===== src/rtl/cpu_pkg.sv =====
// Shared control-flow definitions: opcode classes, branch funct3 codes and
// the resolve-unit state encoding.
package cpu_pkg;

  localparam logic [6:0] OP_BRANCH = 7'b1100011;
  localparam logic [6:0] OP_JAL    = 7'b1101111;
  localparam logic [6:0] OP_JALR   = 7'b1100111;

  localparam logic [2:0] F3_BEQ  = 3'b000;
  localparam logic [2:0] F3_BNE  = 3'b001;
  localparam logic [2:0] F3_BLT  = 3'b100;
  localparam logic [2:0] F3_BGE  = 3'b101;
  localparam logic [2:0] F3_BLTU = 3'b110;
  localparam logic [2:0] F3_BGEU = 3'b111;

  typedef enum logic [1:0] {IDLE, RESOLVE, JUMP} state_t;

  function automatic logic is_cf(input logic [6:0] op);
    return (op == OP_BRANCH) || (op == OP_JAL) || (op == OP_JALR);
  endfunction

endpackage


===== src/rtl/branch_cmp.sv =====
// Combinational branch-condition evaluator; reserved funct3 codes never take.
module branch_cmp
  import cpu_pkg::*;
(
  input  logic [2:0]  funct3,
  input  logic [31:0] rs1,
  input  logic [31:0] rs2,
  output logic        cond
);

  always_comb begin
    // NOTE: default first so every path assigns cond and no latch is inferred.
    cond = 1'b0;
    case (funct3)
      F3_BEQ:  cond = (rs1 == rs2);
      F3_BNE:  cond = (rs1 != rs2);
      F3_BLT:  cond = ($signed(rs1) <  $signed(rs2));
      F3_BGE:  cond = ($signed(rs1) >= $signed(rs2));
      F3_BLTU: cond = (rs1 <  rs2);
      F3_BGEU: cond = (rs1 >= rs2);
      default: cond = 1'b0;
    endcase
  end

endmodule


===== src/rtl/branch_resolve.sv =====
// Control-flow front of the PC: latches a CF instruction in IDLE, reports the
// branch outcome in RESOLVE (PC stall) and holds targets through JUMP.
module branch_resolve
  import cpu_pkg::*;
#(
  parameter int CNT_W = 16
) (
  input  logic             CLK,
  input  logic             RESET,
  input  logic [31:0]      INSTR,
  input  logic [31:0]      RS1_DATA,
  input  logic [31:0]      RS2_DATA,
  output logic [6:0]       OP,
  output logic             b_taken,
  output logic [31:0]      up_amt,
  output logic [11:0]      immm,
  output logic [31:0]      RS1_HOLD,
  output logic [CNT_W-1:0] BR_CNT,
  output logic [CNT_W-1:0] TAKEN_CNT
);

  localparam logic [CNT_W-1:0] CNT_ONE = CNT_W'(1);

  state_t      state;
  logic [6:0]  op_q;
  logic        taken_q;
  logic        cond;
  logic [31:0] imm_next;

  branch_cmp u_cmp (
    .funct3 (INSTR[14:12]),
    .rs1    (RS1_DATA),
    .rs2    (RS2_DATA),
    .cond   (cond)
  );

  always_comb begin
    imm_next = '0;
    case (INSTR[6:0])
      OP_BRANCH: imm_next = {{20{INSTR[31]}}, INSTR[7], INSTR[30:25], INSTR[11:8], 1'b0};
      OP_JAL:    imm_next = {{12{INSTR[31]}}, INSTR[19:12], INSTR[20], INSTR[30:21], 1'b0};
      default:   imm_next = '0;
    endcase
  end

  // In IDLE the PC sees the fetched opcode directly; afterwards the latched one.
  assign OP      = (state == IDLE) ? INSTR[6:0] : op_q;
  assign b_taken = (state == RESOLVE) && taken_q;

  always_ff @(posedge CLK) begin
    // NOTE: all state uses non-blocking assignments so every register samples
    // pre-edge values; there are no memories here, so everything is reset.
    if (RESET) begin
      state     <= IDLE;
      op_q      <= '0;
      taken_q   <= 1'b0;
      up_amt    <= '0;
      immm      <= '0;
      RS1_HOLD  <= '0;
      BR_CNT    <= '0;
      TAKEN_CNT <= '0;
    end else begin
      case (state)
        IDLE: begin
          if (is_cf(INSTR[6:0])) begin
            op_q     <= INSTR[6:0];
            taken_q  <= (INSTR[6:0] == OP_BRANCH) && cond;
            up_amt   <= imm_next;
            immm     <= INSTR[31:20];
            RS1_HOLD <= RS1_DATA;
            state    <= RESOLVE;
          end
        end
        RESOLVE: begin
          state <= ((op_q != OP_BRANCH) || taken_q) ? JUMP : IDLE;
          if (op_q == OP_BRANCH) begin
            if (!(&BR_CNT))
              BR_CNT <= BR_CNT + CNT_ONE;
            if (taken_q && !(&TAKEN_CNT))
              TAKEN_CNT <= TAKEN_CNT + CNT_ONE;
          end
        end
        JUMP:    state <= IDLE;
        default: state <= IDLE;
      endcase
    end
  end

endmodule


===== config.mk =====
export PLATFORM = sky130hd
export DESIGN_NAME = branch_resolve
export DESIGN_NICKNAME = d
export VERILOG_FILES = /design/src/rtl/cpu_pkg.sv /design/src/rtl/branch_cmp.sv /design/src/rtl/branch_resolve.sv
export SDC_FILE = /design/constraint.sdc
export NUM_CORES = 1
export LEC_CHECK = 0
export CAP_MARGIN = 10
export CORE_ASPECT_RATIO = 0.5
export CORE_MARGIN = 5
export CORE_UTILIZATION = 47
export DETAILED_ROUTE_END_ITERATION = 8
export GPL_TIMING_DRIVEN = 1
export PLACE_DENSITY = 0.94
export SYNTH_ARGS = -nofsm -noshare
export SYNTH_HDL_FRONTEND = slang
export SYNTH_SLANG_ARGS = --single-unit

===== constraint.sdc =====
create_clock -name CLK -period 3.3 [get_ports CLK]
set_input_delay 0.495 -clock CLK [delete_from_list [all_inputs] [get_ports CLK]]
set_output_delay 0.495 -clock CLK [all_outputs]
set_load 0.03 [all_outputs]

Word-level counts from Yosys, hierarchy flattened
Cells that the tools add are included.
Widths: inputs -> output; s select.
Operators by class
  add/sub/neg operators: 2
  magnitude comparators: 4
  equality and inequality tests: 14
  muxes and demuxes: 6
  bitwise operators: 1
  reduce and logical (&&, ||, !) cells: 14
Operators with widths (number)
  $ge 32x32->1: 2
  $lt 32x32->1: 2
  $pmux 32 s2: 1
  $add 16x1->16 const B: 2
  $eq 32x32->1: 1
  $ne 32x32->1: 1
  $reduce_and 16->1: 2
  $eq 7x7->1 const B: 4
  $eq 3x3->1 const B: 4
  $mux 7: 1
  $ne 7x7->1 const B: 1
  $pmux 1 s6: 1
  $reduce_and 3->1: 2
  $mux 2: 2
  $pmux 2 s2: 1
  $eq 3x1->1 const B: 1
  $logic_and 1x1->1: 3
  $logic_not 3->1: 1
  $logic_or 1x1->1: 3
  $eq 2x1->1 const B: 1
  $logic_not 2->1: 1
  $ne 2x1->1 const B: 1
  $reduce_and 2->1: 1
  $logic_not 1->1: 1
  $not 1->1: 1
Storage, ports and cells
  bits in registers: 118
  bits of input ports: 98
  output and inout bits: 116
  logic and storage cells: 49

Logic depth before layout (Yosys ltp)
Gate-level depths: netlist of run 1.
  depth in word-level cells: 5
  mapped depth: 9
  mapped depth without buffers: 9

Cells and area by module
A second synthesis of run 1 with hierarchy kept.
Unflattened totals
  cell total of the unflattened synthesis: 664
  area total of the unflattened synthesis: 5353.9 um2
By module, submodules not included
  branch_resolve: instances 1, cells each 536, area an instance 4430.5 um2, seq. area each 2122.0 um2
  branch_cmp: instances 1, cells each 128, area an instance 923.4 um2, seq. area each 0.0 um2

Least setup slack after synthesis of run 1
OpenSTA, ideal clock, no wires.
  path kind: input to register
  start: input RS2_DATA[23]
  end: register taken_q
  setup time: 0.121 ns
  arrival: 2.242 ns
  data required time: 3.179 ns
  slack: 0.937 ns
  stages: 9
  buffers on the path: 0
  path through: inv_1 > ha_1 > a21oi_2 > o21ai_1 > a221oi_2 > o211ai_1 > or4_1 > a211oi_2 > o31ai_2
Between the ends
  word-level cells in the longest chain between the ends: 3
  elaborated cells between the ends (all ways): 8
  those cells by class: order compare: 4; eq/ne: 2; mux: 1; reduce/logical: 1
RTL lines
  start, declared: line branch_resolve.sv:12  | input logic [31:0] RS2_DATA,
  $ge 32x32->1, or another cell as far along: line branch_cmp.sv:20  | F3_BGEU: cond = (rs1 >= rs2);
  $pmux 1 s6 *: line branch_cmp.sv:14  | case (funct3)
  $logic_and 1x1->1 *: line branch_resolve.sv:67  | taken_q <= (INSTR[6:0] == OP_BRANCH) && cond;
  end signal, assigned: line branch_resolve.sv:67
  end, declared: line branch_resolve.sv:26  | logic taken_q;
Every way passes the cells marked *; elsewhere a longest branch is shown, timed or not.
A chain may end at the register's enable or synchronous reset.

Final worst setup path of run 1
  start: input RS2_DATA[29]
  end: register taken_q
Same word-level chain as after synthesis.

==> results of run 1 <==
[cell usage after synthesis (3+ instances only)]
cell | number | area share
sky130_fd_sc_hd__nor2b_1 | 3 | 0.0036
sky130_fd_sc_hd__a31oi_1 | 5 | 0.0060
sky130_fd_sc_hd__nor2_1 | 69 | 0.050
sky130_fd_sc_hd__and2_1 | 3 | 0.0036
sky130_fd_sc_hd__buf_4 | 12 | 0.017
sky130_fd_sc_hd__ha_1 | 34 | 0.082
sky130_fd_sc_hd__o21ai_1 | 5 | 0.0048
sky130_fd_sc_hd__nor3_1 | 16 | 0.015
sky130_fd_sc_hd__mux2_2 | 6 | 0.013
sky130_fd_sc_hd__a21oi_1 | 70 | 0.067
sky130_fd_sc_hd__a22oi_1 | 7 | 0.010
sky130_fd_sc_hd__dfxtp_1 | 106 | 0.41
sky130_fd_sc_hd__and3_1 | 7 | 0.0084
sky130_fd_sc_hd__xnor2_1 | 18 | 0.030
sky130_fd_sc_hd__or3_1 | 4 | 0.0048
sky130_fd_sc_hd__a21o_1 | 3 | 0.0043
sky130_fd_sc_hd__and4_1 | 5 | 0.0084
sky130_fd_sc_hd__nand3_1 | 18 | 0.017
sky130_fd_sc_hd__nor4_1 | 3 | 0.0036
sky130_fd_sc_hd__xor2_1 | 10 | 0.017
sky130_fd_sc_hd__inv_1 | 42 | 0.030
sky130_fd_sc_hd__nand2_1 | 127 | 0.092
sky130_fd_sc_hd__o21ai_0 | 9 | 0.0087
sky130_fd_sc_hd__clkbuf_1 | 23 | 0.017
sky130_fd_sc_hd__nand4_1 | 14 | 0.017
[critical path, stage by stage]
cell and delay, ns:
sky130_fd_sc_hd__clkdlybuf4s50_1 0.46, sky130_fd_sc_hd__inv_1 0.04, sky130_fd_sc_hd__ha_1 0.31, sky130_fd_sc_hd__a21o_1 0.20, sky130_fd_sc_hd__a21o_1 0.18, sky130_fd_sc_hd__a21oi_1 0.19
sky130_fd_sc_hd__o211ai_1 0.24, sky130_fd_sc_hd__or4_1 0.55, sky130_fd_sc_hd__a211oi_2 0.27, sky130_fd_sc_hd__o31ai_2 0.09
[layer usage]
layer	vias up	GRT usage
met5	-	0
met4	0	0.0929
met3	52	0.0515
met2	179	0.439
met1	2453	0.251
li1	2560	-
[per-stage QoR]
| stage | utilization | std cells | area [µm²] | worst slack, ns | hold slack, ns |
|---|---|---|---|---|---|
| after CTS | 0.703 | 991 | 7670 | 0.525 | 0.457 |
| after global placement | 0.679 | 977 | 7410 | 0.313 | 0.442 |
| after floorplan | - | 650 | 5200 | 0.937 | 0.450 |
| after global routing | 0.703 | 991 | 7670 | 0.441 | 0.476 |
| final | 0.703 | 991 | 7670 | 0.502 | 0.454 |
| after detailed placement | 0.679 | 977 | 7410 | 0.185 | 0.447 |
[power groups by stage]
| stage | Sequential [mW] | Combinational, mW | Clock [mW] |
|---|---|---|---|
| finish | 1.29 | 0.361 | 0.975 |
| detailed placement | 1.32 | 0.356 | 0 |
| floorplan | 1.34 | 0.145 | 0 |
| CTS | 1.29 | 0.359 | 1.00 |
| global route | 1.29 | 0.387 | 1.06 |
| global placement | 1.32 | 0.342 | 0 |
[state kept, by name, summed over array words and instances, names as in the netlist]
| register | flops |
|---|---|
| TAKEN_CNT | 16 |
| immm | 12 |
| BR_CNT | 16 |
| op_q | 7 |
| RS1_HOLD | 32 |
| state | 2 |
| taken_q | 1 |
| up_amt | 20 |
[cells by family (layout without fill, tap and decap cells)]
kind of cell               after synthesis  in the layout  share of synthesized area
adders and majority gates               34             34                     0.0817
buffers and inverters                   80            276                     0.0666
and+or+nand+nor                        280            280                      0.244
xor gates and xnor gates                28             28                     0.0471
muxes                                    7              7                     0.0149
AOI/OAI and AO/OA                      114            114                      0.137
DFF                                    106            106                      0.408
other                                    1              1                   0.000720
[worst paths after layout]
check,start,slack [ns],depth (start not counted),end
worst max-delay path,RS2_DATA[29],0.50,10,taken_q
worst min-delay path,RS1_HOLD[20],0.45,2,RS1_HOLD[20]
worst max register to register,op_q[2],1.25,7,BR_CNT[12]
worst min register to register,RS1_HOLD[20],0.45,2,RS1_HOLD[20]
[final cells by class]
cell class,count,area share
repair buffers,220,0.286
clock buffers,11,0.0316
multi-input cells,464,0.360
well taps,145,0.0236
clock inverters,3,0.00228
flip-flops and latches,106,0.277
inverters,42,0.0205
==> impl_metrics.toml, run 1 <==
[clock_tree]
cts_repair_resized_insts = 0
htree_levels = 3
root_buffer = "sky130_fd_sc_hd__clkbuf_16"
cts_hold_repair.buffers = 0
cts_buffers = 9
worstSkewPairLatency_ns = 0.33
cts_num_sinks = 106
path_clk_slew_ns = 0.07
post-cts-setup-buffer-count = 0
cts_buffer_depth = 2
cts_tree = "yes"

[floorplan]
design.core.area_um2 = 10900
rows = 27
fp.dieArea_um2 = 13400
die_h_um = 84.4
start_util = 0.477
io_pins = 214
fp.dieW_um = 159

[synthesis]
yosys_warnings = 0
synth_area_per_cell_um2 = 8.01
synth_nets = 782
count_of_flip_flops_with_a_built_in_enable_after_synthesis = 0
seq_area_frac_synth = 0.408
ys_dominant_reg_cell = "sky130_fd_sc_hd__dfxtp_1"
ys_async_sr_fraction = 0
synth.ff_latch_count = 106
netlist_area_um2 = 5200
postSynthCellCount = 650
yosysUniqueCellTypes = 49

[global_route]
antenna_violations_before_repair = 0
gr-total-overflow = 0
global_route_wire_length_before_repair_um = 26000
first_global_vias = 5382
grt_max_degree = 56
globalRouteTotalUtil = 0.231

[placed_design]
place_congestion = 0.935
dp_hpwl_um = 12300
portBuffers = 212

[worst_setup_path]
worstPathRequired_ns = 3.52
critPathLaunchType = "primary input"
timing_worst_setup_path_type = "primary input to flop"
worst-path-max-fanout = 6
cp-end-kind = "flop"
critical_path_arrival_ns = 3.02

[sta]
worst_pin_slew_ns = 0.764
hold_viol_final = 0
period_minus_slack_ns = 2.80
timing.final.setup_violations = 0
worst_slew_margin_rel = 0.489
finalMaxSlewViolations = 0
rsz_0062_raised_after_global_routing = "false"
fmaxAchievable_mhz = 357
setup-tns-final_ns = 0
clock-skew-final_ns = 0.00508
finalCritPeriodShare = 0.848

[power_and_ir_drop]
ir_drop_v = 0.000322
power_mw = 2.63
leakagePower_nw = 2.86
proportion_of_total_power_due_to_net_switching = 0.241
p_clk_frac = 0.371
internal_power_mw = 2.00
power-per-cell-area_nw_per_um2 = 343
pwr-share-seq = 0.492
combinationalPowerShare = 0.137
p_switching_mw = 0.633

[routing]
final_antenna_net_count = 0
maxUsedRoutingLayer = "met4"
detail_route.wirelength.met1_um = 6310
vias = 5244
met3_wirelength_um = 851
detail_route.vias_per_cell = 5.29
route.final.wire_length_um = 16200
detailedRoute.firstIterationViolations = 344
detailedRoute.firstPassIterationCount = 7
remaining_drc_errors = 0
detail_route.wl_per_cell_um = 16.3
wl_met2_um = 8410

[run]
drv.max_cap_violation_count = 0

[cells_and_area]
antennaDiodeCount = 0
final_layout_size_suffix_gt1_frac = 0.0556
ff_latch_area_um2 = 2120
multi_input_area_um2 = 2760
layout.cells.most_common_list = "sky130_fd_sc_hd__clkdlybuf4s50_1, sky130_fd_sc_hd__nand2_1, sky130_fd_sc_hd__dfxtp_1, sky130_fd_sc_hd__a21oi_1, sky130_fd_sc_hd__nor2_1"
finalNetCount = 975
most_common_cell_after_layout_fill_and_taps_aside = "sky130_fd_sc_hd__clkdlybuf4s50_1"
area_delta_synth_final_pct = 47.4
fillerInstances = 843

[worst_hold_path]
hp-class = "flop to flop"

[run_status]
status = "completed"
(Power assumes the default switching activity.)
==> inputs of run 2 (changes only) <==
Settings changed: CORE_UTILIZATION 47 to 39, PLACE_DENSITY 0.94 to 0.84.
Clock period 3.3 ns to 2.4 ns, I/O delays scaled along.
==> impl_metrics.toml, run 2 (synthesis gave the netlist of run 1 again) <==
[routing]
route.final.wire_length_um = 17600
detailedRoute.firstPassIterationCount = 5
final_antenna_net_count = 0
detail_route.vias_per_cell = 5.16
vias = 5368
remaining_drc_errors = 0
detailedRoute.firstIterationViolations = 379
detail_route.wl_per_cell_um = 16.9

[cells_and_area]
largest_reg_flops = 32
largest_register = "RS1_HOLD"
most_common_cell_after_layout_fill_and_taps_aside = "sky130_fd_sc_hd__clkdlybuf4s50_1"
top_regs = "RS1_HOLD (32), up_amt (20)"
final_core_density = 0.657
layout.cells.most_common_list = "sky130_fd_sc_hd__clkdlybuf4s50_1, sky130_fd_sc_hd__nand2_1, sky130_fd_sc_hd__dfxtp_1, sky130_fd_sc_hd__nor2_1, sky130_fd_sc_hd__a21oi_1"
area_delta_synth_final_pct = 62.5
finalNetCount = 997
fin_cells = 1040
antennaDiodeCount = 0
final_layout_size_suffix_gt1_frac = 0.151

[sta]
worst_pin_slew_ns = 0.979
finalMaxSlewViolations = 0
worst_slack_ns = 0.101
clock-skew-final_ns = 0.00887
hold_viol_final = 0
period_minus_slack_ns = 2.30
fmaxAchievable_mhz = 435
timing.final.setup_violations = 0
finalCritPeriodShare = 0.958
worst_slew_margin_rel = 0.345
rsz_0062_raised_after_global_routing = "false"

[clock_tree]
cts_tree = "yes"
worstSkewPairLatency_ns = 0.34
path_clk_slew_ns = 0.07
cts_buffer_depth = 2
cts_num_sinks = 106
cts_buffers = 9
root_buffer = "sky130_fd_sc_hd__clkbuf_16"
htree_levels = 3

[power_and_ir_drop]
leakagePower_nw = 3.55
ir_drop_v = 0.000405
power_mw = 3.89
power-per-cell-area_nw_per_um2 = 460

[placed_design]
dp_hpwl_um = 12300
place_congestion = 0.849
placed_cells = 1017
portBuffers = 212
placement.setup.worst_slack_ns = -0.446

[worst_setup_path]
worst-path-max-fanout = 4
critPathLaunchType = "primary input"
worstPathRequired_ns = 2.63
critical_path_arrival_ns = 2.53
timing_worst_setup_path_type = "primary input to flop"
cp-end-kind = "flop"

[run_status]
status = "completed"

[global_route]
antenna_violations_before_repair = 0
grt_max_degree = 49
first_global_vias = 5160
globalRouteTotalUtil = 0.194
gr-total-overflow = 0
global_route_wire_length_before_repair_um = 25800

[floorplan]
io_pins = 214
fp.dieW_um = 173
start_util = 0.404
die_h_um = 91.7
rows = 29
fp.dieArea_um2 = 15900
design.core.area_um2 = 12900

[worst_hold_path]
hp-class = "primary input to flop"

[run]
drv.max_cap_violation_count = 0
## run 2: report_power, final
group,total (mW),switching (mW),internal [mW],leakage [nW]
Sequential,1.78,0.00787,1.77,0.855
Combinational,0.600,0.293,0.307,2.55
Clock,1.51,0.669,0.845,0.147
Total,3.89,0.970,2.92,3.55
## run 2: worst paths after layout
path / startpoint / endpoint / slack [ns] / cells past startpoint
hold / removal: RS1_DATA[8] / RS1_HOLD[8] / 0.32 / 3
setup reg to reg: op_q[2] / BR_CNT[12] / 0.37 / 7
hold reg to reg: RS1_HOLD[14] / RS1_HOLD[14] / 0.46 / 2
setup / recovery: RS2_DATA[1] / taken_q / 0.10 / 9
## run 2: per-layer routing
metal	routed length [µm]	global-route usage
met1	6810	0.219
met2	9510	0.371
met3	838	0.0448
met4	437	0.0524
met5	0	0
## run 2: through the flow
stage	TNS [ns]	cell area [µm²]	hold slack, ns
floorplan	0	5200	0.450
global placement	-0.387	7570	0.442
detailed placement	-0.446	7570	0.446
CTS	0	7950	0.444
global route	0	8460	0.331
finish	0	8460	0.323
## run 2: layout make-up
cell class	count	area [µm²]
Clock buffer	11	243
Clock inverter	5	60.1
Fill cell	949	4420
Inverter	42	158
Multi-Input combinational cell	464	3130
Sequential cell	106	2120
Tap cell	170	213
Timing Repair Buffer	242	2530
## run 2: repair_timing
item / CTS / global route
hold buffers: 0 / 0
buffers inserted: 2 / 5
gates resized for setup: 9 / 120
pin swaps: 8 / 33
setup endpoints to repair: 1 / 1
## run 2: worst max-delay path: stages
cell	delay, ns
sky130_fd_sc_hd__clkdlybuf4s50_1	0.48
sky130_fd_sc_hd__inv_1	0.05
sky130_fd_sc_hd__ha_1	0.29
sky130_fd_sc_hd__nor2b_1	0.15
sky130_fd_sc_hd__o21ai_2	0.16
sky130_fd_sc_hd__a41oi_4	0.16
sky130_fd_sc_hd__or4_4	0.55
sky130_fd_sc_hd__a211oi_2	0.25
sky130_fd_sc_hd__o31ai_2	0.09
==> inputs of run 3 (changes only) <==
==> constraint.sdc (replaced) <==
create_clock -name CLK -period 2.4 [get_ports CLK]
set_input_delay 0.6 -clock CLK [delete_from_list [all_inputs] [get_ports CLK]]
set_output_delay 0.6 -clock CLK [all_outputs]
set_load 0.03 [all_outputs]
==> impl_metrics.toml, run 3 (synthesis gave the netlist of run 1 again) <==
[run_status]
status = "finished, violations left"
violations = "setup timing"

[sta]
worst_slack_ns = -0.00144
hold_viol_final = 0
finalCritPeriodShare = 1.00
finalMaxSlewViolations = 0
fmaxAchievable_mhz = 416
setup-tns-final_ns = -0.00144
worst_pin_slew_ns = 0.721
clock-skew-final_ns = 0.0101
worst_hold_slack_ns = 0.455
rsz_0062_raised_after_global_routing = "true"
period_minus_slack_ns = 2.40
worst_slew_margin_rel = 0.516
timing.final.setup_violations = 1

[worst_setup_path]
critPathLaunchType = "primary input"
worst-path-max-fanout = 5
ff2ff_path_depth = 7
timing.rr.end = "TAKEN_CNT[12]"
timing_worst_setup_path_type = "primary input to flop"
worstPathRequired_ns = 2.62
critical_path_arrival_ns = 2.62
r2r_slack_ns = 0.43
critical_path.reg2reg.startpoint = "op_q[2]"
cp-end-kind = "flop"

[cells_and_area]
top_regs = "RS1_HOLD (32), up_amt (20)"
final_layout_size_suffix_gt1_frac = 0.163
design_area_um2 = 8250
largest_reg_flops = 32
finalNetCount = 994
antennaDiodeCount = 0
most_common_cell_after_layout_fill_and_taps_aside = "sky130_fd_sc_hd__clkdlybuf4s50_1"
fin_cells = 1037
layout.cells.most_common_list = "sky130_fd_sc_hd__clkdlybuf4s50_1, sky130_fd_sc_hd__nand2_1, sky130_fd_sc_hd__dfxtp_1, sky130_fd_sc_hd__nor2_1, sky130_fd_sc_hd__a21oi_1"
final_core_density = 0.641
area_delta_synth_final_pct = 58.6
largest_register = "RS1_HOLD"

[floorplan]
rows = 29
start_util = 0.404
die_h_um = 91.7
io_pins = 214
fp.dieW_um = 173
design.core.area_um2 = 12900
fp.dieArea_um2 = 15900

[clock_tree]
cts_num_sinks = 106
cts_buffer_depth = 2
worstSkewPairLatency_ns = 0.34
path_clk_slew_ns = 0.08
root_buffer = "sky130_fd_sc_hd__clkbuf_16"
cts_tree = "yes"
cts_buffers = 9
htree_levels = 3

[global_route]
globalRouteTotalUtil = 0.205
global_route_wire_length_before_repair_um = 26900
first_global_vias = 5380
gr-total-overflow = 0
antenna_violations_before_repair = 0
grt_max_degree = 55

[placed_design]
placed_area_um2 = 7720
dp_hpwl_um = 12700
placement.setup.worst_slack_ns = -0.663
portBuffers = 212
placed_cells = 1019
place_congestion = 0.830

[routing]
detailedRoute.firstIterationViolations = 236
detail_route.vias_per_cell = 5.14
remaining_drc_errors = 0
route.final.wire_length_um = 16800
detailedRoute.firstPassIterationCount = 5
vias = 5331
detail_route.wl_per_cell_um = 16.2
final_antenna_net_count = 0

[worst_hold_path]
holdCritStartpoint = "RS1_HOLD[26]"
min_path_cells = 2
holdPathEnd = "RS1_HOLD[26]"
hp-class = "flop to flop"

[power_and_ir_drop]
power-per-cell-area_nw_per_um2 = 463
leakagePower_nw = 3.08
power_mw = 3.83
ir_drop_v = 0.000430

[run]
drv.max_cap_violation_count = 0
[run 3: cell types whose count changed in the layout (fill, tap and decap cells not counted), moves of 2 or more]
cell	delta
sky130_fd_sc_hd__dlymetal6s2s_1	-59
sky130_fd_sc_hd__dlygate4sd2_1	+45
sky130_fd_sc_hd__clkdlybuf4s15_1	+11
sky130_fd_sc_hd__clkdlybuf4s50_1	-8
sky130_fd_sc_hd__buf_12	+5
sky130_fd_sc_hd__buf_6	-4
sky130_fd_sc_hd__buf_4	+3
sky130_fd_sc_hd__clkbuf_2	+2
sky130_fd_sc_hd__ha_1	-2
sky130_fd_sc_hd__ha_4	+2
sky130_fd_sc_hd__inv_1	-2
sky130_fd_sc_hd__inv_4	+2
[run 3: cell type report]
class / instances / area (µm²)
inverter: 42 / 163
clock buffer: 11 / 253
sequential: 106 / 2120
multi-input combinational: 464 / 3130
timing repair buffer: 239 / 2320
clock inverter: 5 / 45.0
tap: 170 / 213
fill: 1017 / 4630
[run 3: critical path: stages]
cell	delay (ns)
sky130_fd_sc_hd__dlygate4sd2_1	0.28
sky130_fd_sc_hd__ha_4	0.17
sky130_fd_sc_hd__a21oi_2	0.15
sky130_fd_sc_hd__o21ai_2	0.08
sky130_fd_sc_hd__a221oi_2	0.27
sky130_fd_sc_hd__o211ai_1	0.18
sky130_fd_sc_hd__buf_4	0.19
sky130_fd_sc_hd__or3_1	0.37
sky130_fd_sc_hd__a21boi_1	0.21
sky130_fd_sc_hd__o31ai_2	0.11
[run 3: routing by layer]
metal	share of wire	track usage	up-vias
li1	-	-	2607
met1	0.40	0.224	2523
met2	0.51	0.385	154
met3	0.057	0.0559	47
met4	0.035	0.0763	0
met5	0	0	-
[run 3: timing repair]
item	CTS	global route
gates cloned	0	0
buffers inserted	2	0
gates resized for setup	126	9
setup endpoints to repair	1	2
hold buffers	0	0
pin swaps	37	3
[run 3: worst max path at each step]
stage                            start  endpoint  depth (start not counted)
final                     RS1_DATA[20]   taken_q                         10
after global routing      RS1_DATA[11]   taken_q                         10
after CTS                 RS1_DATA[23]   taken_q                          9
after detailed placement  RS1_DATA[23]   taken_q                         10
after global placement    RS2_DATA[25]   taken_q                         10
after floorplan           RS2_DATA[31]   taken_q                          8
[run 3: where the power goes]
part,leakage (nW),switching (mW),total [mW],internal (mW)
Clock,0.145,0.694,1.47,0.779
Sequential,0.855,0.00779,1.78,1.77
Combinational,2.08,0.286,0.575,0.289
Total,3.08,0.988,3.83,2.84
